$ cat config.mk
export PLATFORM = sky130hd
export DESIGN_NAME = isp8_mbyte_seq
export DESIGN_NICKNAME = d
export VERILOG_FILES = /design/src/rtl/isp8_mbyte_seq.sv
export SDC_FILE = /design/constraint.sdc
export NUM_CORES = 1
export LEC_CHECK = 0
export BUFFER_PORTS_ARGS = -buffer_cell sky130_fd_sc_hd__buf_2
export CAP_MARGIN = 20
export CORE_MARGIN = 5
export CORE_UTILIZATION = 46
export CTS_BUF_LIST = sky130_fd_sc_hd__clkbuf_16
export DETAILED_ROUTE_END_ITERATION = 8
export PLACE_DENSITY = 0.77
export RECOVER_POWER = 50
export SLEW_MARGIN = 30
export SYNTH_ARGS = -nofsm -noshare
export SYNTH_HDL_FRONTEND = slang
export SYNTH_SLANG_ARGS = --single-unit
$ cat constraint.sdc
create_clock -name clk -period 2.15 [get_ports clk]
set_input_delay 0.43 -clock clk [delete_from_list [all_inputs] [get_ports clk]]
set_output_delay 0.43 -clock clk [all_outputs]
set_load 0.01 [all_outputs]
$ cat src/rtl/isp8_mbyte_seq.sv
// Multi-byte add/sub/compare sequencer for the isp8 8-bit ALU.
// Processes one operand byte per clock, LSB first, and accumulates carry/zero flags.
module isp8_mbyte_seq #(
    parameter int MAX_BYTES = 4,
    parameter int AW        = 5
) (
    input  logic          clk,
    input  logic          rst_n,
    input  logic          start,
    input  logic          abort,
    input  logic [1:0]    op,
    input  logic [2:0]    nbytes,
    input  logic [AW-1:0] rd_base,
    input  logic [AW-1:0] rb_base,
    output logic [AW-1:0] rd_addr,
    output logic [AW-1:0] rb_addr,
    output logic          wr_en,
    output logic [AW-1:0] wr_addr,
    output logic [7:0]    wr_data,
    output logic [17:0]   alu_instr,
    output logic          alu_sub,
    output logic          alu_subc,
    output logic          alu_addc,
    output logic          alu_cmp,
    output logic          alu_carry,
    input  logic [7:0]    alu_dout,
    input  logic          alu_cout,
    output logic          busy,
    output logic          done,
    output logic          flag_c,
    output logic          flag_z
);

    typedef enum logic [1:0] {IDLE, RUN, DONE} state_t;

    localparam logic [2:0] MAXB = 3'(MAX_BYTES);

    state_t        state, state_nx;
    logic [2:0]    idx;
    logic [2:0]    n_q;
    logic [1:0]    op_q;
    logic [AW-1:0] rd_base_q;
    logic [AW-1:0] rb_base_q;
    logic          creg;
    logic          zacc;

    logic is_add, is_cmp, first, last, len_ok, res_zero;

    assign is_add   = (op_q == 2'b00);
    assign is_cmp   = op_q[1];           // 11 behaves as compare
    assign first    = (idx == 3'd0);
    assign last     = (idx == n_q - 3'd1);
    assign len_ok   = (nbytes != 3'd0) && (nbytes <= MAXB);
    assign res_zero = (alu_dout == 8'h00);

    assign wr_data   = alu_dout;
    // Opcode field is all zeros in RUN (add/sub result path) and forced zero elsewhere.
    assign alu_instr = 18'd0;

    always_comb begin
        state_nx = state;
        case (state)
            IDLE:    if (start) state_nx = len_ok ? RUN : DONE;
            RUN:     if (abort) state_nx = IDLE;
                     else if (last) state_nx = DONE;
            DONE:    state_nx = IDLE;
            default: state_nx = IDLE;
        endcase
    end

    // NOTE: every output gets a default before the case so no latch is inferred.
    always_comb begin
        busy      = 1'b0;
        done      = 1'b0;
        rd_addr   = '0;
        rb_addr   = '0;
        wr_addr   = '0;
        wr_en     = 1'b0;
        alu_sub   = 1'b0;
        alu_subc  = 1'b0;
        alu_addc  = 1'b0;
        alu_cmp   = 1'b0;
        alu_carry = 1'b0;
        case (state)
            RUN: begin
                busy    = 1'b1;
                rd_addr = rd_base_q + AW'(idx);
                rb_addr = rb_base_q + AW'(idx);
                wr_addr = rd_addr;
                // The byte presented in an aborted cycle is not committed.
                wr_en   = !is_cmp && !abort;
                if (first) begin
                    alu_sub = !is_add && !is_cmp;
                    alu_cmp = is_cmp;
                end else begin
                    alu_addc  = is_add;
                    alu_subc  = !is_add;
                    alu_carry = creg;
                end
            end
            DONE:    done = 1'b1;
            default: ;
        endcase
    end

    // NOTE: state registers use non-blocking assignments so all flops update together.
    always_ff @(posedge clk or negedge rst_n) begin
        if (!rst_n) begin
            state     <= IDLE;
            idx       <= '0;
            n_q       <= '0;
            op_q      <= '0;
            rd_base_q <= '0;
            rb_base_q <= '0;
            creg      <= 1'b0;
            zacc      <= 1'b0;
            flag_c    <= 1'b0;
            flag_z    <= 1'b0;
        end else begin
            state <= state_nx;
            case (state)
                IDLE: if (start) begin
                    op_q      <= op;
                    n_q       <= nbytes;
                    rd_base_q <= rd_base;
                    rb_base_q <= rb_base;
                    idx       <= '0;
                    zacc      <= 1'b1;
                    creg      <= 1'b0;
                end
                RUN: begin
                    creg <= alu_cout;
                    zacc <= zacc & res_zero;
                    idx  <= idx + 3'd1;
                    // Flags take the last byte's results as DONE is entered.
                    if (!abort && last) begin
                        flag_c <= alu_cout;
                        flag_z <= zacc & res_zero;
                    end
                end
                default: ;
            endcase
        end
    end

endmodule
==> summary.md, run 1 <==
| Metric | Value |
|---|---|
| First-pass DRT Iterations | 4 |
| Status | finished with violations |
| Cell Area, Synth | 1650 um^2 |
| Hold Path Class | in -> reg |
| CP cell instances | ha_2 -> inv_2 -> fa_2 -> nor2b_4 -> o21ai_2 -> xor2_1 -> nor2_2 -> buf_2 |
| Adder-cell share of the synthesized area | 9.25% |
| Hold slack | 0.385 ns |
| Hold Path Cell Cnt | 3 |
| Crit path time final | 2.29 ns |
| Largest family of logic cells by synthesized area | buffers and inverters |
| Post-synth top area share | 36.4% |
| H-Tree Depth | 1 |
| Clock buffer depth | 2 |
| CTS clk-pin slew, worst paths | 0.07 ns |
| Synth area leaders | dfrtp_1, buf_4, mux2_2, ha_1, o21ai_0 |
| CORE AREA | 3420 um^2 |
| Initial DRC count | 26 |
| Vias per cell | 4.71 |
| Die Wd | 69.9 um |
| Die height | 69.9 um |
| Worst VDD drop | 751 uV |
| Reg2reg setup slack | 0.12 ns |
| Design Area, Final | 2080 um^2 |
| CTS tree | done |
| Sequential fraction of the synthesis area | 36.4% |
| Placed wire-length estimate | 2670 um |
| Vias | roughly 1300 |
| I/O pin cnt | 79 |
| WP data arrival | 1.86 ns |
| R2r worst-path depth | 4 |
| Unique masters post-synth | 31 |
| Skew final | 0.00418 ns |
| Filler cells | about 290 |
| Worst Hold Path EP | rd_base_q[1] |
| Worst-Skew Late Latency | between 0.2 and 0.3 ns |
| Largest net degree at the start of global routing | 26 |
| Number of port buffers | 60 |
| Routed Antenna Nets | 0 |
| DRC viols | 0 |
| Critical Path Sink Type | output port |
| Unrepaired setup endpoints after global routing | true |
| Worst slew margin | 9.71% |
| Area growth from synthesis to layout | 26.2% |
| Number of CTS-inserted buffers | 3 |
| Starting Density | 48.3% |
| Initial antenna violation count | 0 |
| Slew Limit Fails | 0 |
| Startpoint types | register |
| Leak | about 0.0011 uW |
| Max incr delay on CP | 0.41 ns |
| Vias in the first global route | around 1300 |
| Routed Wire Length | between 3000 and 4000 um |
| Period utilization | 107% |
| FF/Latch Area | 603 um^2 |
| Post-Syn Area per Cell | 9.94 um^2 |
| Setup violations, final | 6 |
| Leading area contributor after synthesis | dfrtp_1 |
| Synth Register Bits | 24 |
| Crit Reg-Reg Endpoint | idx[0] |
| Reg-to-Reg Start | state[0] |
| Global-route wire length before repair | 5880 um |
| Multiplexer share of the synthesized area | 9.78% |
| PD cells | approximately 1300 nW/um^2 |
| Clk root buf | clkbuf_16 |
| Fmax | 436 MHz |
| Worst-margin pin slew | 1.35 ns |
| Setup ws final | -0.144 ns |
| Area of the multi-input gates | roughly 910 um^2 |
| Max-cap check violation count | 0 |
| Grt ovf | 0 |
| Layout cells sized above 1 | 47.3% |
| GRT Total Usage | 14.9% |
| Hold Vio Cnt, Final | 0 |
| Worst path required time | around 1.7 ns |
| Site Rows | 21 |
| Nets | ~260 |
| Slowest CP cell | dfrtp_1 |
| Antenna Cells | 0 |
| Yosys warns | 0 |
| Cell area after placement | 1850 um^2 |
| Synth Area in XOR/XNOR | about 4.8% |
| Crit-path max FO | 4 |
| TritonCTS Sinks | 24 |
| Hold_sp | rd_base[1] |
| Synth Instances | between 150 and 200 |
| Die ar. | 4890 um^2 |
| Post-Synth Simple-Gate Area | 15.8% |
| Worst setup path class | reg -> out |
| Compound-cell area share of the yosys netlist | 5.53% |
| RD Place Congestion | 0.839 |
| Failing checks | negative setup slack |
| Routed len/inst | 14.2 um |
-- per-stage QoR --
stage | setup WS, ns | cells | setup TNS [ns] | utilization [%] | power, uW
after floorplan | 0.0177 | 183 | 0 | - | 1660
after CTS | -0.145 | 266 | -0.401 | 59.2 | 2610
final | -0.144 | 268 | -0.553 | 61.0 | 2740
after detailed placement | 0.0109 | 258 | 0 | 54.0 | 1950
after global placement | 0.0633 | 258 | 0 | 54.0 | 1910
after global routing | -0.223 | 268 | -1.32 | 61.0 | 2930
-- flip-flops by register name (all words and copies together) (netlist names) --
signal / flops
creg: 1
flag_c: 1
flag_z: 1
idx: 3
n_q: 3
op_q: 2
rb_base_q: 5
rd_base_q: 5
state: 2
zacc: 1
-- repair_timing --
item	in CTS	in global routing
hold buffers	0	0
setup endpoints to repair	7	13
buffers inserted	4	2
resized for setup	15	12
pin swaps	8	12
gates cloned	0	0
-- worst max-delay path: cells and delay by family, from the launching register on --
kind,cells,cell delay [ns]
fa+ha+maj,2,0.57
flops,1,0.41
simple gates,2,0.22
buf+inv,2,0.18
xor+xnor,1,0.15
compound gates,1,0.07
-- synth_stat cells --
cell	count
a21o_1	2
a21oi_1	2
a22o_1	1
and2_1	2
and2b_2	1
and3_1	1
and4b_1	2
buf_2	3
buf_4	32
buf_6	1
conb_1	1
dfrtp_1	24
fa_1	2
ha_1	9
inv_1	9
mux2_2	13
mux2_4	1
nand2_1	10
nand2b_1	3
nand3_2	1
nor2_1	11
nor2_4	1
nor2b_1	5
nor3_1	5
nor3b_1	1
nor3b_4	1
nor4_1	2
o21ai_0	10
o31ai_1	1
xnor2_1	4
xor2_1	5
-- final cells by class --
cell class	instances	area share (%)
Clock buffer	3	3.61
Clock inverter	1	1.44
Inverter	9	1.62
Multi-Input combinational cell	114	43.6
Sequential cell	24	29.0
Tap cell	46	2.76
Timing Repair Buffer	71	18.0
-- kinds of logic after synthesis --
| kind of cell | count (synthesis) |
|---|---|
| other cells | 1 |
| mux | 14 |
| xor+xnor | 9 |
| flops | 24 |
| buf+inv | 45 |
| compound gates | 16 |
| fa+ha+maj | 11 |
| simple gates | 46 |
-- per-layer routing --
metal / track usage [%] / vias to the layer above / routed length, um
li1: - / 611 / -
met1: 16.4 / 596 / 1490
met2: 28.1 / 46 / 2030
met3: 3.01 / 8 / 218
met4: 4.89 / 0 / 64
met5: 0 / - / 0
-- power breakdown --
group,internal (uW),switching [uW]
combinational,696,700
sequential,639,165
clock,370,169
-- worst max path at each step --
stage            from          to  slack [ns]  cells after the start
4_1_cts        idx[0]  rd_addr[4]       -0.14                      8
6_report       idx[0]  wr_addr[4]       -0.14                      8
3_3_place_gp   idx[0]  rd_addr[4]        0.06                      8
5_1_grt        idx[0]  rb_addr[4]       -0.22                      8
3_5_place_dp   idx[0]  rd_addr[4]        0.01                      8
2_1_floorplan  idx[0]  wr_addr[4]        0.02                      8
-- cell usage in the layout (no fill, tap or decap), types with 3 or more instances in the layout --
cell,instances
buf_2,50
dfrtp_1,22
conb_1,18
mux2_2,13
clkbuf_1,11
nor2_1,10
nand2_1,10
o21ai_0,8
buf_4,8
inv_1,6
xor2_1,5
nor3_1,4
xnor2_1,4
ha_1,4
inv_2,3
nand2b_1,3
ha_4,3
clkbuf_16,3
No activity file was read; power rests on OpenSTA's default activity.
==> inputs of run 2 (changes only) <==
- CELL_PAD_IN_SITES_DETAIL_PLACEMENT: not set -> 1
- CELL_PAD_IN_SITES_GLOBAL_PLACEMENT: not set -> 1
- CORE_UTILIZATION: 46 -> 34
==> summary.md, run 2 (synthesis results as in run 1) <==
| Metric | Value |
|---|---|
| Routed len/inst | 14.2 um (about the same) |
| Vias per cell | 4.36 (-7.3%) |
| Max incr delay on CP | 0.39 ns (-0.02 ns) |
| Clock network power share | 15.5% (-4.2 points) |
| Routed Wire Length | 4080 um (+7.4%) |
| Most frequent cells in the layout | buf_2, dfrtp_1, conb_1, mux2_2 |
| Startpoint types | register |
| Skew final | 0.00385 ns (-0.000334 ns) |
| Worst path required time | 1.72 ns (about the same) |
| Slew Limit Fails | 0 (unchanged) |
| Die height | 79.7 um (+14%) |
| Initial antenna violation count | 0 (unchanged) |
| Setup crit start | idx[0] |
| Final Util | 43.8% (-17 points) |
| Status | finished with violations |
| Die ar. | 6350 um^2 (+30%) |
| Comb pwr share | 54.1% (+3.1 points) |
| Antenna Cells | 0 (unchanged) |
| RD Place Congestion | 0.766 (-8.7%) |
| CP cell instances | ha_2 -> inv_2 -> fa_2 -> nor2b_4 -> o21ai_2 -> xor2_1 -> nor2_2 -> buf_2 |
| Vias in the first global route | 1352 (+4.6%) |
| WP depth | 8 (unchanged) |
| Grt ovf | 0 (unchanged) |
| Top flop regs | rb_base_q (5), rd_base_q (5) |
| Largest net degree at the start of global routing | 25 (-3.8%) |
| Number of CTS-inserted buffers | 3 (unchanged) |
| Critical Path Sink Type | output port |
| TritonCTS Sinks | 24 (unchanged) |
| DRC viols | 0 (unchanged) |
| H-Tree Depth | 1 (unchanged) |
| Hold_sp | rd_base[1] |
| Leak | 0.00104 uW (-0.93%) |
| Clk root buf | clkbuf_16 |
| Routed Antenna Nets | 0 (unchanged) |
| Die Wd | 79.7 um (+14%) |
| Initial DRC count | 22 (-15%) |
| R2r worst-path depth | 3 (-1) |
| Failing checks | negative setup slack |
| Hold Vio Cnt, Final | 0 (unchanged) |
| Period utilization | 104% (-2.5 points) |
| Clock buffer depth | 2 (unchanged) |
| Seq pwr share | 30.4% (+1.0 points) |
| Crit path time final | 2.24 ns (-0.0534 ns) |
| Setup ws final | -0.0902 ns (+0.0534 ns) |
| Filler cells | 577 (+97%) |
| Area of the multi-input gates | 901 um^2 (-0.83%) |
| Worst setup path class | reg -> out |
| Unrepaired setup endpoints after global routing | true |
| Worst-Skew Late Latency | 0.26 ns (about the same) |
| Hold Path Cell Cnt | 3 (unchanged) |
| Max-cap check violation count | 0 (unchanged) |
| Design Area, Final | 2070 um^2 (-0.60%) |
| Cell area after placement | 1890 um^2 (+2.2%) |
| Hold Path Class | in -> reg |
| Setup violations, final | 6 (unchanged) |
| CORE AREA | 4720 um^2 (+38%) |
| Crit-path max FO | 3 (-1) |
| CTS clk-pin slew, worst paths | 0.06 ns (about the same) |
| Global-route wire length before repair | 6470 um (+10%) |
| Reg-to-Reg Start | state[0] |
| Worst VDD drop | 347 uV (-54%) |
| Placed wire-length estimate | 3120 um (+17%) |
| GRT Total Usage | 12.9% (-2.0 points) |
| CTS tree | done |
| Number of instances in the placed design | 281 (+8.9%) |
| Worst-margin pin slew | 1.34 ns (-0.0174 ns) |
| Slowest CP cell | dfrtp_1 |
| Post-Layout Cell Count | 288 (+7.5%) |
| Site Rows | 25 (+19%) |
| Starting Density | 34.9% (-13 points) |
| Buf+Inv Stages, Crit Path | 2 (unchanged) |
| TNS Setup | -0.435 ns (+0.118 ns) |
| Layout cells sized above 1 | 45.2% (-2.0 points) |
| Family with the most delay on the worst path | adder cells |
| Internal power | 1570 uW (-8.0%) |
| PD cells | 1250 nW/um^2 (-5.1%) |
| I/O pin cnt | 79 (unchanged) |
| Worst slew margin | 10.9% (+1.2 points) |
| Area growth from synthesis to layout | 25.4% |
| Number of port buffers | 60 (unchanged) |
| WP data arrival | 1.81 ns (-0.05 ns) |
| Sw frac | 39.3% (+1.5 points) |
| Vias | 1256 (-0.40%) |
| Nets | 262 (unchanged) |
| Fmax | 446 MHz (+2.4%) |
| First-pass DRT Iterations | 3 (-1) |
| FF/Latch Area | 601 um^2 (-0.41%) |
| Commonest non-fill, non-tap cell in the layout | buf_2 |
| Psw | 1010 uW (-1.9%) |
## run 2: power by group through the flow
stage | logic, uW | registers [uW] | clock network (uW)
2_1_floorplan | 897 | 761 | 0
3_3_place_gp | 1180 | 764 | 0
3_5_place_dp | 1220 | 775 | 0
4_1_cts | 1320 | 779 | 410
5_1_grt | 1570 | 807 | 428
6_report | 1400 | 784 | 401
## run 2: path summary, 6_finish.rpt
check	endpoint	slack [ns]
max	rd_addr[4]	-0.09
min	rd_base_q[1]	0.38
max reg2reg	rb_base_q[2]	0.39
min reg2reg	flag_z	0.50
max in group asynchronous	rb_base_q[2]	0.90
min in group asynchronous	n_q[1]	0.45
## run 2: final cells by class
type	count	area share, %
multi-input combinational	114	43.5
clock buffer	3	3.63
tap	67	4.05
inverter	9	1.63
sequential	24	29.0
timing repair buffer	71	18.1
## run 2: metal layers
layer | track usage (%) | wire [um] | vias to the layer above
met4 | 2.58 | 26 | 0
met1 | 15.4 | 1700 | 602
met5 | 0 | 0 | -
li1 | - | - | 611
met3 | 2.71 | 227 | 4
met2 | 23.7 | 2130 | 39
## run 2: worst min-delay path, stage by stage
cell and delay [ns]:
buf_2 0.07, nand2_1 0.03, o21ai_0 0.05
## run 2: stage by stage
step                setup WS (ns)  hold slack [ns]  power (uW)
floorplan                  0.0177            0.134        1660
CTS                        -0.108            0.181        2510
global placement            0.133            0.457        1940
detailed placement         0.0766            0.456        2000
global route               -0.215            0.383        2800
finish                    -0.0902            0.375        2580
## run 2: what timing repair did
| item | in CTS | in global routing |
|---|---|---|
| setup endpoints to repair | 8 | 13 |
| pin swaps | 8 | 2 |
| resized for setup | 15 | 10 |
| hold buffers | 0 | 0 |
| setup buffers | 3 | 2 |
==> inputs of run 3 (changes only) <==
- HOLD_SLACK_MARGIN: not set -> 0.06
- REMOVE_ABC_BUFFERS: not set -> 1
==> summary.md, run 3 (synthesis results as in run 1) <==
| Metric | Value |
|---|---|
| Status | finished with violations |
| Failing checks | negative setup slack |
| Placed wire-length estimate | 3040 um (-2.6%) |
| Number of CTS-inserted buffers | 3 (unchanged) |
| Hold Vio Cnt, Final | 0 (unchanged) |
| PD cells | 1250 nW/um^2 (+0.15%) |
| Grt ovf | 0 (unchanged) |
| Reg-to-Reg Start | n_q[0] |
| Setup ws final | -0.137 ns (-0.0467 ns) |
| Unrepaired setup endpoints after global routing | true |
| Vias in the first global route | 1393 (+3.0%) |
| Antenna Cells | 0 (unchanged) |
| CTS clk-pin slew, worst paths | 0.06 ns (about the same) |
| Die ar. | 6350 um^2 (unchanged) |
| DRC viols | 0 (unchanged) |
| Fmax | 437 MHz (-2.0%) |
| Filler cells | 571 (-1.0%) |
| Worst slew margin | 11.4% (+0.55 points) |
| Nets | 262 (unchanged) |
| Startpoint types | register |
| Placement Setup Slack | 0.0268 ns (-0.0498 ns) |
| Worst-margin pin slew | 1.33 ns (-0.00825 ns) |
| Crit-path max FO | 3 (unchanged) |
| Number of port buffers | 60 (unchanged) |
| Worst-Skew Late Latency | 0.25 ns (about the same) |
| TNS Setup | -0.460 ns (-0.0246 ns) |
| Vias per cell | 4.39 (+0.69%) |
| WP data arrival | 1.86 ns (+0.05 ns) |
| Period utilization | 106% (+2.2 points) |
| Worst setup path class | reg -> out |
| CORE AREA | 4720 um^2 (unchanged) |
| Critical Path Sink Type | output port |
| Skew final | 0.00286 ns (-0.000993 ns) |
| Starting Density | 34.9% (unchanged) |
| Site Rows | 25 (unchanged) |
| Area growth from synthesis to layout | 27.6% |
| Top flop regs | rb_base_q (5), rd_base_q (5) |
| Die height | 79.7 um (unchanged) |
| Worst path required time | 1.72 ns (about the same) |
| Initial DRC count | 43 (+95%) |
| H-Tree Depth | 1 (unchanged) |
| Clock buffer depth | 2 (unchanged) |
| Vias | 1269 (+1.0%) |
| Routed len/inst | 14.4 um (+1.6%) |
| Clk root buf | clkbuf_16 |
| CTS tree | done |
| I/O pin cnt | 79 (unchanged) |
| Setup crit start | idx[0] |
| Die Wd | 79.7 um (unchanged) |
| Layout cells sized above 1 | 47.3% (+2.0 points) |
| RD Place Congestion | 0.728 (-4.9%) |
| Hold_buf cts | 0 (unchanged) |
| Routed Antenna Nets | 0 (unchanged) |
| GRT Total Usage | 13.4% (+0.50 points) |
| Routed Wire Length | 4160 um (+1.9%) |
| Commonest non-fill, non-tap cell in the layout | buf_2 |
| First-pass DRT Iterations | 3 (unchanged) |
| Max-cap check violation count | 0 (unchanged) |
| Largest net degree at the start of global routing | 26 (+4.0%) |
| Most frequent cells in the layout | buf_2, dfrtp_1, conb_1, mux2_2, nor2_1 |
| Global-route wire length before repair | 6730 um (+4.2%) |
| Crit path time final | 2.29 ns (+0.0467 ns) |
| Setup violations, final | 6 (unchanged) |
| Slew Limit Fails | 0 (unchanged) |
| TritonCTS Sinks | 24 (unchanged) |
| Initial antenna violation count | 0 (unchanged) |
| Leak | 0.00105 uW (+0.51%) |
| Hold_sp | rb_base[1] |
| Hold Path Class | in -> reg |
| Worst VDD drop | 498 uV (+43%) |
==> run 3: worst max-delay path, cell delays in order (launching register included) <==
cell	delay, ns
dfrtp_2	0.43
ha_4	0.15
inv_2	0.04
fa_2	0.38
nor2b_4	0.15
o21ai_2	0.08
xor2_1	0.14
nor2_1	0.10
buf_2	0.13
==> run 3: timing repair <==
item | 4_1_cts | 5_1_grt
hold endpoints to repair | 0 | 0
resized for setup | 21 | 9
cloned | 0 | 0
buffers inserted | 6 | 3
setup endpoints to repair | 10 | 14
pin swaps | 13 | 11
==> run 3: through the flow <==
stage	instances	hold slack (ns)	instance area (um^2)	util (%)	total power [uW]
after global routing	289	0.386	2110	44.6	2850
after global placement	279	0.454	1870	39.6	1930
final	289	0.376	2110	44.6	2630
after floorplan	147	0.134	1450	-	1540
after detailed placement	279	0.458	1870	39.6	1980
after CTS	287	0.180	2050	43.5	2570
==> run 3: final cells by class <==
class,count,area [um^2],area share [%]
inverters,9,33.8,1.60
multi-input cells,114,927,44.0
clock buffers,3,75.1,3.57
clock inverters,1,3.75,0.178
repair buffers,71,379,18.0
well taps,67,83.8,3.98
flip-flops and latches,24,603,28.6
==> run 3: per-layer routing <==
metal / vias to the layer above / GRT usage [%] / wire length (um)
met2: 49 / 24.7 / 2040
met4: 0 / 3.09 / 25
met5: - / 0 / 0
li1: 608 / - / -
met3: 4 / 3.84 / 354
met1: 608 / 15.1 / 1740
==> run 3: report_power, final <==
group          internal (uW)  switching [uW]  leakage [uW]
Sequential               639             173      0.000292
Clock                    249             160     0.0000385
Combinational            695             718      0.000718
==> run 3: final timing paths <==
path	cells after the start	slack, ns	to
setup / recovery	8	-0.14	rb_addr[4]
hold / removal	3	0.38	rb_base_q[1]
setup reg to reg	6	0.54	flag_c
hold reg to reg	1	0.50	flag_z
max in group asynchronous	1	0.82	idx[2]
min in group asynchronous	1	0.46	idx[0]
